`src/rtl/mem_bus_ctrl_pkg.sv`:
```
// Shared memory-map constants, region codes and controller state encodings.
// Imported by the controller, its decoder and any block that needs the map.
package mem_bus_ctrl_pkg;

    localparam logic [15:0] ROM_TOP_DEF = 16'h0100;
    localparam logic [15:0] IO_BASE_DEF = 16'hFF00;
    localparam logic [15:0] IO_GPIO_DEF = 16'hFF00;

    typedef enum logic [1:0] {
        REG_ROM = 2'd0,
        REG_RAM = 2'd1,
        REG_IO  = 2'd2
    } region_t;

    typedef enum logic [1:0] {
        ST_IDLE = 2'd0,
        ST_WAIT = 2'd1,
        ST_ACK  = 2'd2
    } state_t;

    typedef struct packed {
        logic [15:0] addr;
        logic        rd;
        logic        wr;
        logic [7:0]  wdata;
    } req_t;

endpackage

```
`src/rtl/mem_addr_decode.sv`:
```
// Combinational address decoder: 16-bit bus address to ROM/RAM/IO region.
// Also flags the single GPIO latch address.
module mem_addr_decode
    import mem_bus_ctrl_pkg::*;
#(
    parameter logic [15:0] ROM_TOP = ROM_TOP_DEF,
    parameter logic [15:0] IO_BASE = IO_BASE_DEF,
    parameter logic [15:0] IO_GPIO = IO_GPIO_DEF
) (
    input  logic [15:0] addr,
    output region_t     region,
    output logic        is_gpio
);

    always_comb begin
        region = REG_RAM;
        if (addr < ROM_TOP)
            region = REG_ROM;
        else if (addr >= IO_BASE)
            region = REG_IO;
    end

    assign is_gpio = (addr == IO_GPIO);

endmodule

```
`src/rtl/mem_bus_ctrl.sv`:
```
// CPU-to-memory bus controller: wait-state FSM, read-data register, ROM write
// protection, bus-fault reporting and the GPIO output latch.
module mem_bus_ctrl
    import mem_bus_ctrl_pkg::*;
#(
    parameter int unsigned RD_WAIT = 1,
    parameter int unsigned WR_WAIT = 0,
    parameter logic [15:0] ROM_TOP = ROM_TOP_DEF,
    parameter logic [15:0] IO_BASE = IO_BASE_DEF,
    parameter logic [15:0] IO_GPIO = IO_GPIO_DEF
) (
    input  logic        clk,
    input  logic        reset,
    input  logic [15:0] addr_bus,
    input  logic        mem_read,
    input  logic        mem_write,
    input  logic [7:0]  wr_data,
    output logic [7:0]  rd_data,
    output logic        mem_ready,
    output logic        bus_fault,
    output logic [7:0]  rom_addr,
    input  logic [7:0]  rom_rdata,
    output logic [15:0] ram_addr,
    output logic        ram_we,
    output logic [7:0]  ram_wdata,
    input  logic [7:0]  ram_rdata,
    output logic [7:0]  gpio_out
);

    localparam logic [3:0] RD_W = 4'(RD_WAIT);
    localparam logic [3:0] WR_W = 4'(WR_WAIT);

    state_t      state, state_nx;
    logic [3:0]  cnt;
    req_t        lat;
    logic        capture;
    logic [15:0] cur_addr;
    logic        cur_rd, cur_wr;
    logic [3:0]  wait_sel;
    region_t     region;
    logic        is_gpio;
    logic        fault;
    logic        enter_ack;
    logic [7:0]  rd_mux;

    // A zero-wait access reaches ACK on the capturing edge, so the memories
    // and decoder must see the live bus during that one IDLE cycle.
    assign capture  = (state == ST_IDLE) && (mem_read || mem_write);
    assign cur_addr = capture ? addr_bus  : lat.addr;
    assign cur_rd   = capture ? mem_read  : lat.rd;
    assign cur_wr   = capture ? mem_write : lat.wr;
    assign wait_sel = mem_read ? RD_W : WR_W;

    mem_addr_decode #(
        .ROM_TOP (ROM_TOP),
        .IO_BASE (IO_BASE),
        .IO_GPIO (IO_GPIO)
    ) u_decode (
        .addr    (cur_addr),
        .region  (region),
        .is_gpio (is_gpio)
    );

    assign fault = cur_wr && (cur_rd || (region == REG_ROM) ||
                              ((region == REG_IO) && !is_gpio));

    always_comb begin
        state_nx = state;
        case (state)
            ST_IDLE: if (mem_read || mem_write)
                         state_nx = (wait_sel == 4'd0) ? ST_ACK : ST_WAIT;
            ST_WAIT: if (cnt == 4'd1) state_nx = ST_ACK;
            ST_ACK:  state_nx = ST_IDLE;
            default: state_nx = ST_IDLE;
        endcase
    end

    assign enter_ack = (state_nx == ST_ACK) && (state != ST_ACK);

    always_comb begin
        rd_mux = 8'h00;
        case (region)
            REG_ROM: rd_mux = rom_rdata;
            REG_RAM: rd_mux = ram_rdata;
            REG_IO:  rd_mux = is_gpio ? gpio_out : 8'h00;
            default: rd_mux = 8'h00;
        endcase
    end

    always_ff @(posedge clk) begin
        if (reset) begin
            state    <= ST_IDLE;
            cnt      <= 4'd0;
            lat      <= '0;
            rd_data  <= 8'h00;
            gpio_out <= 8'h00;
        end else begin
            state <= state_nx;
            if (capture) begin
                lat <= '{addr: addr_bus, rd: mem_read, wr: mem_write, wdata: wr_data};
                cnt <= wait_sel;
            end else if (state == ST_WAIT) begin
                cnt <= cnt - 4'd1;
            end
            if (enter_ack && cur_rd && !cur_wr)
                rd_data <= rd_mux;
            if ((state == ST_ACK) && lat.wr && !fault && (region == REG_IO) && is_gpio)
                gpio_out <= lat.wdata;
        end
    end

    assign mem_ready = (state == ST_ACK);
    assign bus_fault = (state == ST_ACK) && fault;
    assign ram_we    = (state == ST_ACK) && cur_wr && !fault && (region == REG_RAM);
    assign rom_addr  = cur_addr[7:0];
    assign ram_addr  = cur_addr;
    assign ram_wdata = lat.wdata;

endmodule

```
`config.mk`:
```
export PLATFORM = sky130hd
export DESIGN_NAME = mem_bus_ctrl
export DESIGN_NICKNAME = d
export VERILOG_FILES = /design/src/rtl/mem_bus_ctrl_pkg.sv /design/src/rtl/mem_addr_decode.sv /design/src/rtl/mem_bus_ctrl.sv
export SDC_FILE = /design/constraint.sdc
export NUM_CORES = 1
export LEC_CHECK = 0
export BUFFER_PORTS_ARGS = -buffer_cell sky130_fd_sc_hd__buf_2
export CAP_MARGIN = 10
export CORE_MARGIN = 3
export CORE_UTILIZATION = 48
export CTS_CLUSTER_DIAMETER = 120
export DETAILED_ROUTE_END_ITERATION = 12
export PLACE_DENSITY_LB_ADDON = 0.05
export SETUP_SLACK_MARGIN = 0.3
export SLEW_MARGIN = 25
export SYNTH_ARGS = -nofsm -noshare
export SYNTH_HDL_FRONTEND = slang
export SYNTH_SLANG_ARGS = --single-unit
```
`constraint.sdc`:
```
create_clock -name clk -period 2.2 [get_ports clk]
set_input_delay 0.33 -clock clk [delete_from_list [all_inputs] [get_ports clk]]
set_output_delay 0.33 -clock clk [all_outputs]
set_load 0.05 [all_outputs]
```
Word level (Yosys, flattened, before mapping)
Cells that the tools add are included.
{ "word_totals": {"regBits": 48, "inputBits": 44, "output_inout_bits": 51, "elab_cells": 57} }
{ "op_classes": {"n_addsub": 1, "order_cmp": 2, "eq_ne": 8, "n_mux": 14, "n_reduce_logical": 24} }
{ "ops": {"columns": ["operator", "count"], "rows": [
  ["$pmux 8 s3", 1],
  ["$eq 16x16->1 const B", 1],
  ["$ge 16x16->1 const B", 1],
  ["$lt 16x9->1 const B", 1],
  ["$mux 16", 1],
  ["$logic_and 1x1->1", 14],
  ["$mux 2", 5],
  ["$mux 4", 2],
  ["$mux 8", 1],
  ["$eq 2x2->1 const B", 3],
  ["$eq 2x1->1 const B", 2],
  ["$eq 4x1->1 const B", 1],
  ["$logic_not 2->1", 2],
  ["$logic_not 4->1", 1],
  ["$pmux 2 s2", 1],
  ["$sub 4x1->4 const B", 1],
  ["$logic_not 1->1", 3],
  ["$logic_or 1x1->1", 3],
  ["$mux 1", 3],
  ["$ne 2x2->1 const B", 1],
  ["$reduce_bool 2->1", 1]
]} }

Longest topological paths before layout
{ "logic_depth": {"ltp_word": 14, "depth_mapped": 8, "mapped_depth_nobuf": 7} }

Modules after synthesis
Synthesis repeated with hierarchy kept, for this count alone.
{ "hier_totals": {"cells_unflattened": 259, "hier_area_um2": 2352.3} }
{ "modules_own_cells": {"columns": ["module", "instances", "cells_per_inst", "area_per_inst_um2", "seq_area_each_um2"], "rows": [
  ["mem_bus_ctrl", 1, 250, 2297.2, 960.9],
  ["mem_addr_decode", 1, 9, 55.1, 0.0]
]} }

Worst setup path after synthesis
OpenSTA, ideal clock, no wires.
{ "synth_timing": {"path_kind": "reg-to-output", "startpoint": "reg state[1]", "endpoint": "out bus_fault", "arrival_ps": 2152, "t_required_ps": 1870, "path_slack_ps": -282, "stages_incl_launch_ff": 5, "path_buffers": 0, "cell_sequence": "dfxtp_1 inv_1 nor2_1 nand2_1 a21oi_1"} }
{ "synth_lines": {"columns": ["item", "line", "rtl"], "rows": [
  ["start: declaration", "mem_bus_ctrl.sv:33", "state_t state, state_nx;"],
  ["start signal: assignment", "mem_bus_ctrl.sv:98", "state <= state_nx;"],
  ["$eq 2x2->1", null, null],
  ["net mem_ready", "mem_bus_ctrl.sv:19", "output logic mem_ready,"],
  ["$logic_and 1x1->1", "mem_bus_ctrl.sv:113", "assign bus_fault = (state == ST_ACK) && fault;"],
  ["end: declaration", "mem_bus_ctrl.sv:20", "output logic bus_fault,"]
]} }
The timed path passes the listed nets, and every way through them passes these cells.

Final worst setup path
{ "layout_timing": {"startpoint": "reg lat[25] (netlist bit)", "endpoint": "out ram_we"} }
{ "layout_via": {"elab_chain_cells": 11} }
{ "layout_lines": {"columns": ["item", "line", "rtl"], "rows": [
  ["start: declaration", "mem_bus_ctrl.sv:35", "req_t lat;"],
  ["start signal: assignment", "mem_bus_ctrl.sv:100", "lat <= '{addr: addr_bus, rd: mem_read, wr: mem_write, wdata: wr_data};"],
  ["$mux 16 (*)", "mem_bus_ctrl.sv:49", "assign cur_addr = capture ? addr_bus : lat.addr;"],
  ["$ge 16x16->1", "mem_addr_decode.sv:19", "else if (addr >= IO_BASE)"],
  ["$mux 2", "mem_addr_decode.sv:19", null],
  ["$mux 2", "mem_addr_decode.sv:17", "if (addr < ROM_TOP)"],
  ["$eq 2x2->1 / $logic_not 2->1 (equally long branches)", "mem_bus_ctrl.sv:65, mem_bus_ctrl.sv:64", null],
  ["$logic_and 1x1->1 / $logic_or 1x1->1 (equally long branches)", "mem_bus_ctrl.sv:65, mem_bus_ctrl.sv:64", null],
  ["$logic_or 1x1->1", "mem_bus_ctrl.sv:64", "assign fault = cur_wr && (cur_rd || (region == REG_ROM) ||"],
  ["$logic_and 1x1->1", "mem_bus_ctrl.sv:64", null],
  ["$logic_not 1->1", "mem_bus_ctrl.sv:114", "assign ram_we = (state == ST_ACK) && cur_wr && !fault && (region == REG_RAM);"],
  ["$logic_and 1x1->1", "mem_bus_ctrl.sv:114", null],
  ["$logic_and 1x1->1 (*)", "mem_bus_ctrl.sv:114", null],
  ["end: declaration", "mem_bus_ctrl.sv:24", "output logic ram_we,"]
]} }
Every way passes the cells marked *; elsewhere a longest branch is shown, timed or not.

==> impl_metrics.py <==
metrics = {
    "run_status": {
        "outcome": "complete, but fails checks",
        "violations": "negative setup slack",
    },
    "layout": {
        "fillers": 363,
        "num_antenna_cells": 0,
        "fin_util_pct": 75.3,
        "num-nets-final": 431,
        "regArea_um2": 971,
        "layout_commonest_cell": "buf_2",
        "multi_input_area_um2": 1460,
        "final_cells": 453,
        "drive_above_1_share_pct": 44.8,
        "synthToLayoutAreaGrowth_pct": 49.9,
        "final_cell_mix": "buf_2 (68), nand2_1 (46), dfxtp_1 (44), a21oi_1 (27), buf_8 (24)",
    },
    "synthesis": {
        "ys_warn_count": 0,
        "ys_ff_latch": 48,
        "netlist_top_cells_area": "dfxtp_1 (40%), nand2_1 (12%), a21oi_1 (5.9%)",
        "syn_nets": 342,
        "synth_area_um2": 2390,
        "synthCells": 296,
        "syn_avg_cell_area_um2": 8.07,
        "synth_top_area_share_pct": 40.3,
        "ys_types": 42,
        "seq_area_frac_synth_pct": 40.3,
        "synth_top_area_cell": "dfxtp_1",
    },
    "drt": {
        "wirelength_mm": 6.70,
        "remaining_drc_errors": 0,
        "route.met3.wl_um": 365,
        "wl_met2_mm": 3.32,
        "met1_length_mm": 2.91,
        "drtIter0Drc": 104,
        "top_layer": "met4",
        "drtAntennaViolNets": 0,
        "drt-pass1-iter-count": 4,
        "wl_per_cell_um": 14.8,
        "route.detailed.vias_per_inst": 5.25,
        "routed-via-count": 2379,
    },
    "setup_path": {
        "critPathMaxFanout": 3,
        "worstPathRequired_ns": 1.87,
        "crit_path_end_kind": "output port",
        "cp.arrival_ns": 1.91,
        "start_kind": "flop",
        "path_class": "reg -> out",
    },
    "placement": {
        "dp.cells": 438,
        "hpwl_mm": 4.48,
        "pre_cts_ws_ns": -0.0464,
        "portBuffers": 94,
        "gp_congestion": 0.764,
    },
    "timing": {
        "setup_slack_ns": -0.0373,
        "tightest_slew_ns": 0.461,
        "fin_tns_setup_ns": -0.0742,
        "fin_worst_skew_ns": 0.00770,
        "slew_headroom_pct": 69.3,
        "fmax_mhz": 447,
        "rsz0062_at_grt": "yes",
        "period_minus_slack_ns": 2.24,
        "finalHoldViolations": 0,
        "setup_violations": 2,
        "slew_violations": 0,
        "min_period_over_period_pct": 102,
    },
    "global_routing": {
        "grt_pass1_wl_mm": 11.2,
        "grt_max_degree": 31,
        "grt_pass1_vias": 2365,
        "grt.overflow.total": 0,
        "track_usage_pct": 23.2,
        "antenna_found_initial": 0,
    },
    "die": {
        "die_w_um": 76.5,
        "core_um2": 4750,
        "dieArea_um2": 5860,
        "start_util_pct": 50.2,
        "num_io_pins": 95,
        "num_rows": 25,
        "fp.dieH_um": 76.5,
    },
    "pwr": {
        "p_per_area_nw_per_um2": 740,
        "ir_drop_uv": 491,
        "leakagePower_nw": 1.55,
        "power_w": 0.00265,
    },
    "cts": {
        "clk_path_buf_depth": 2,
        "clockRootBuffer": "clkbuf_8",
        "cts-buffers-inserted": 5,
        "cts_hold_buffers": 0,
        "clock_latency_ns": 0.31,
        "cts.sinks": 48,
        "path_clk_slew_ns": 0.10,
        "cts_max_level": 2,
        "cts_tree": "done",
    },
    "worst_hold_path": {
        "hp-class": "in -> reg",
    },
    "job": {
        "drv_cap": 0,
    },
}
==> worst paths after layout <==
path	start	to	slack, ns	depth (start not counted)
setup / recovery	lat[25]$_SDFFE_PP0N_	ram_we	-0.04	5
hold / removal	wr_data[7]	ram_wdata[7]$_SDFFE_PP0N_	0.25	3
setup reg to reg	lat[25]$_SDFFE_PP0N_	rd_data[5]$_SDFFE_PP0P_	0.19	5
hold reg to reg	ram_wdata[2]$_SDFFE_PP0N_	ram_wdata[2]$_SDFFE_PP0N_	0.48	2
==> what timing repair did <==
item | 4_1_cts | 5_1_grt
setup buffers | 4 | 1
gates cloned | 1 | 1
pin swaps | 4 | 7
gates resized for setup | 106 | 21
setup endpoints to repair | 42 | 42
==> flip-flops by register name, summed over array words and instances, names as in the netlist <==
| name | count |
|---|---|
| rd_data | 8 |
| gpio_out | 8 |
| ram_wdata | 8 |
| lat | 18 |
| cnt | 4 |
| state | 2 |
==> area by class of cell <==
cell class | count | area share, %
Multi-Input combinational cell | 213 | 40.7
Clock inverter | 3 | 1.29
Timing Repair Buffer | 113 | 26.2
Sequential cell | 48 | 27.1
Clock buffer | 5 | 1.92
Tap cell | 67 | 2.34
Inverter | 4 | 0.420
==> worst max-delay path, cell delays in order, from the launching register on <==
cell and delay, ns:
dfxtp_2 0.34, or4_4 0.54, a211oi_4 0.31, nor4_4 0.11, and2_4 0.16, buf_6 0.14
==> layer usage <==
layer	track usage, %	up-vias
li1	-	1191
met1	29.2	1098
met2	39.0	79
met3	5.91	11
met4	6.70	0
met5	0	-
==> synth_stat cells <==
cell type  count
or3b_1         1
buf_1          1
xnor2_1        1
nor4b_1        1
mux2i_1        8
buf_4         18
or4_1          3
clkbuf_1      10
ha_1           2
a31oi_1        3
or4_4          1
nor2_2         2
a21oi_1       28
and2_1         1
and3_1         2
o2bb2a_1       1
buf_6          1
a211oi_2       2
dfxtp_1       48
nand2b_1      17
o211ai_1       2
buf_2          1
or2_4          1
a21boi_0       1
or2_1          2
nor3b_1        1
o221a_2        1
nor4_1         6
nor4_4         2
nand2_1       77
nand3_1        1
nor2_1        16
inv_1          4
nor3_1         4
o21ai_0        1
a221oi_1       8
o2111a_1       1
nor2b_1        1
a211oi_1       8
nand4_1        5
a22o_1         1
nor4_2         1
==> metrics by stage <==
step / cell area [µm²] / hold WS (ns)
6_report: 3580 / 0.251
5_1_grt: 3580 / 0.245
4_1_cts: 3480 / 0.243
3_5_place_dp: 2960 / 0.466
3_3_place_gp: 2960 / 0.460
2_1_floorplan: 2490 / 0.450
==> report_power, final <==
part	internal (W)	leakage (nW)	switching, W
logic	0.000397	1.10	0.000612
clock network	0.000343	0.0548	0.000328
registers	0.000924	0.395	0.0000422
total	0.00166	1.55	0.000983
==> cell families (layout without fill, tap and decap cells) <==
kind of cell | count (synthesis) | after routing | synth area share [%]
buf+inv | 35 | 125 | 8.70
mux | 8 | 8 | 3.35
compound gates | 57 | 57 | 16.0
flops | 48 | 48 | 40.3
fa+ha+maj | 2 | 2 | 1.05
simple gates | 145 | 145 | 30.2
xor+xnor | 1 | 1 | 0.367
Note: power is estimated with default switching activity, not from simulation.
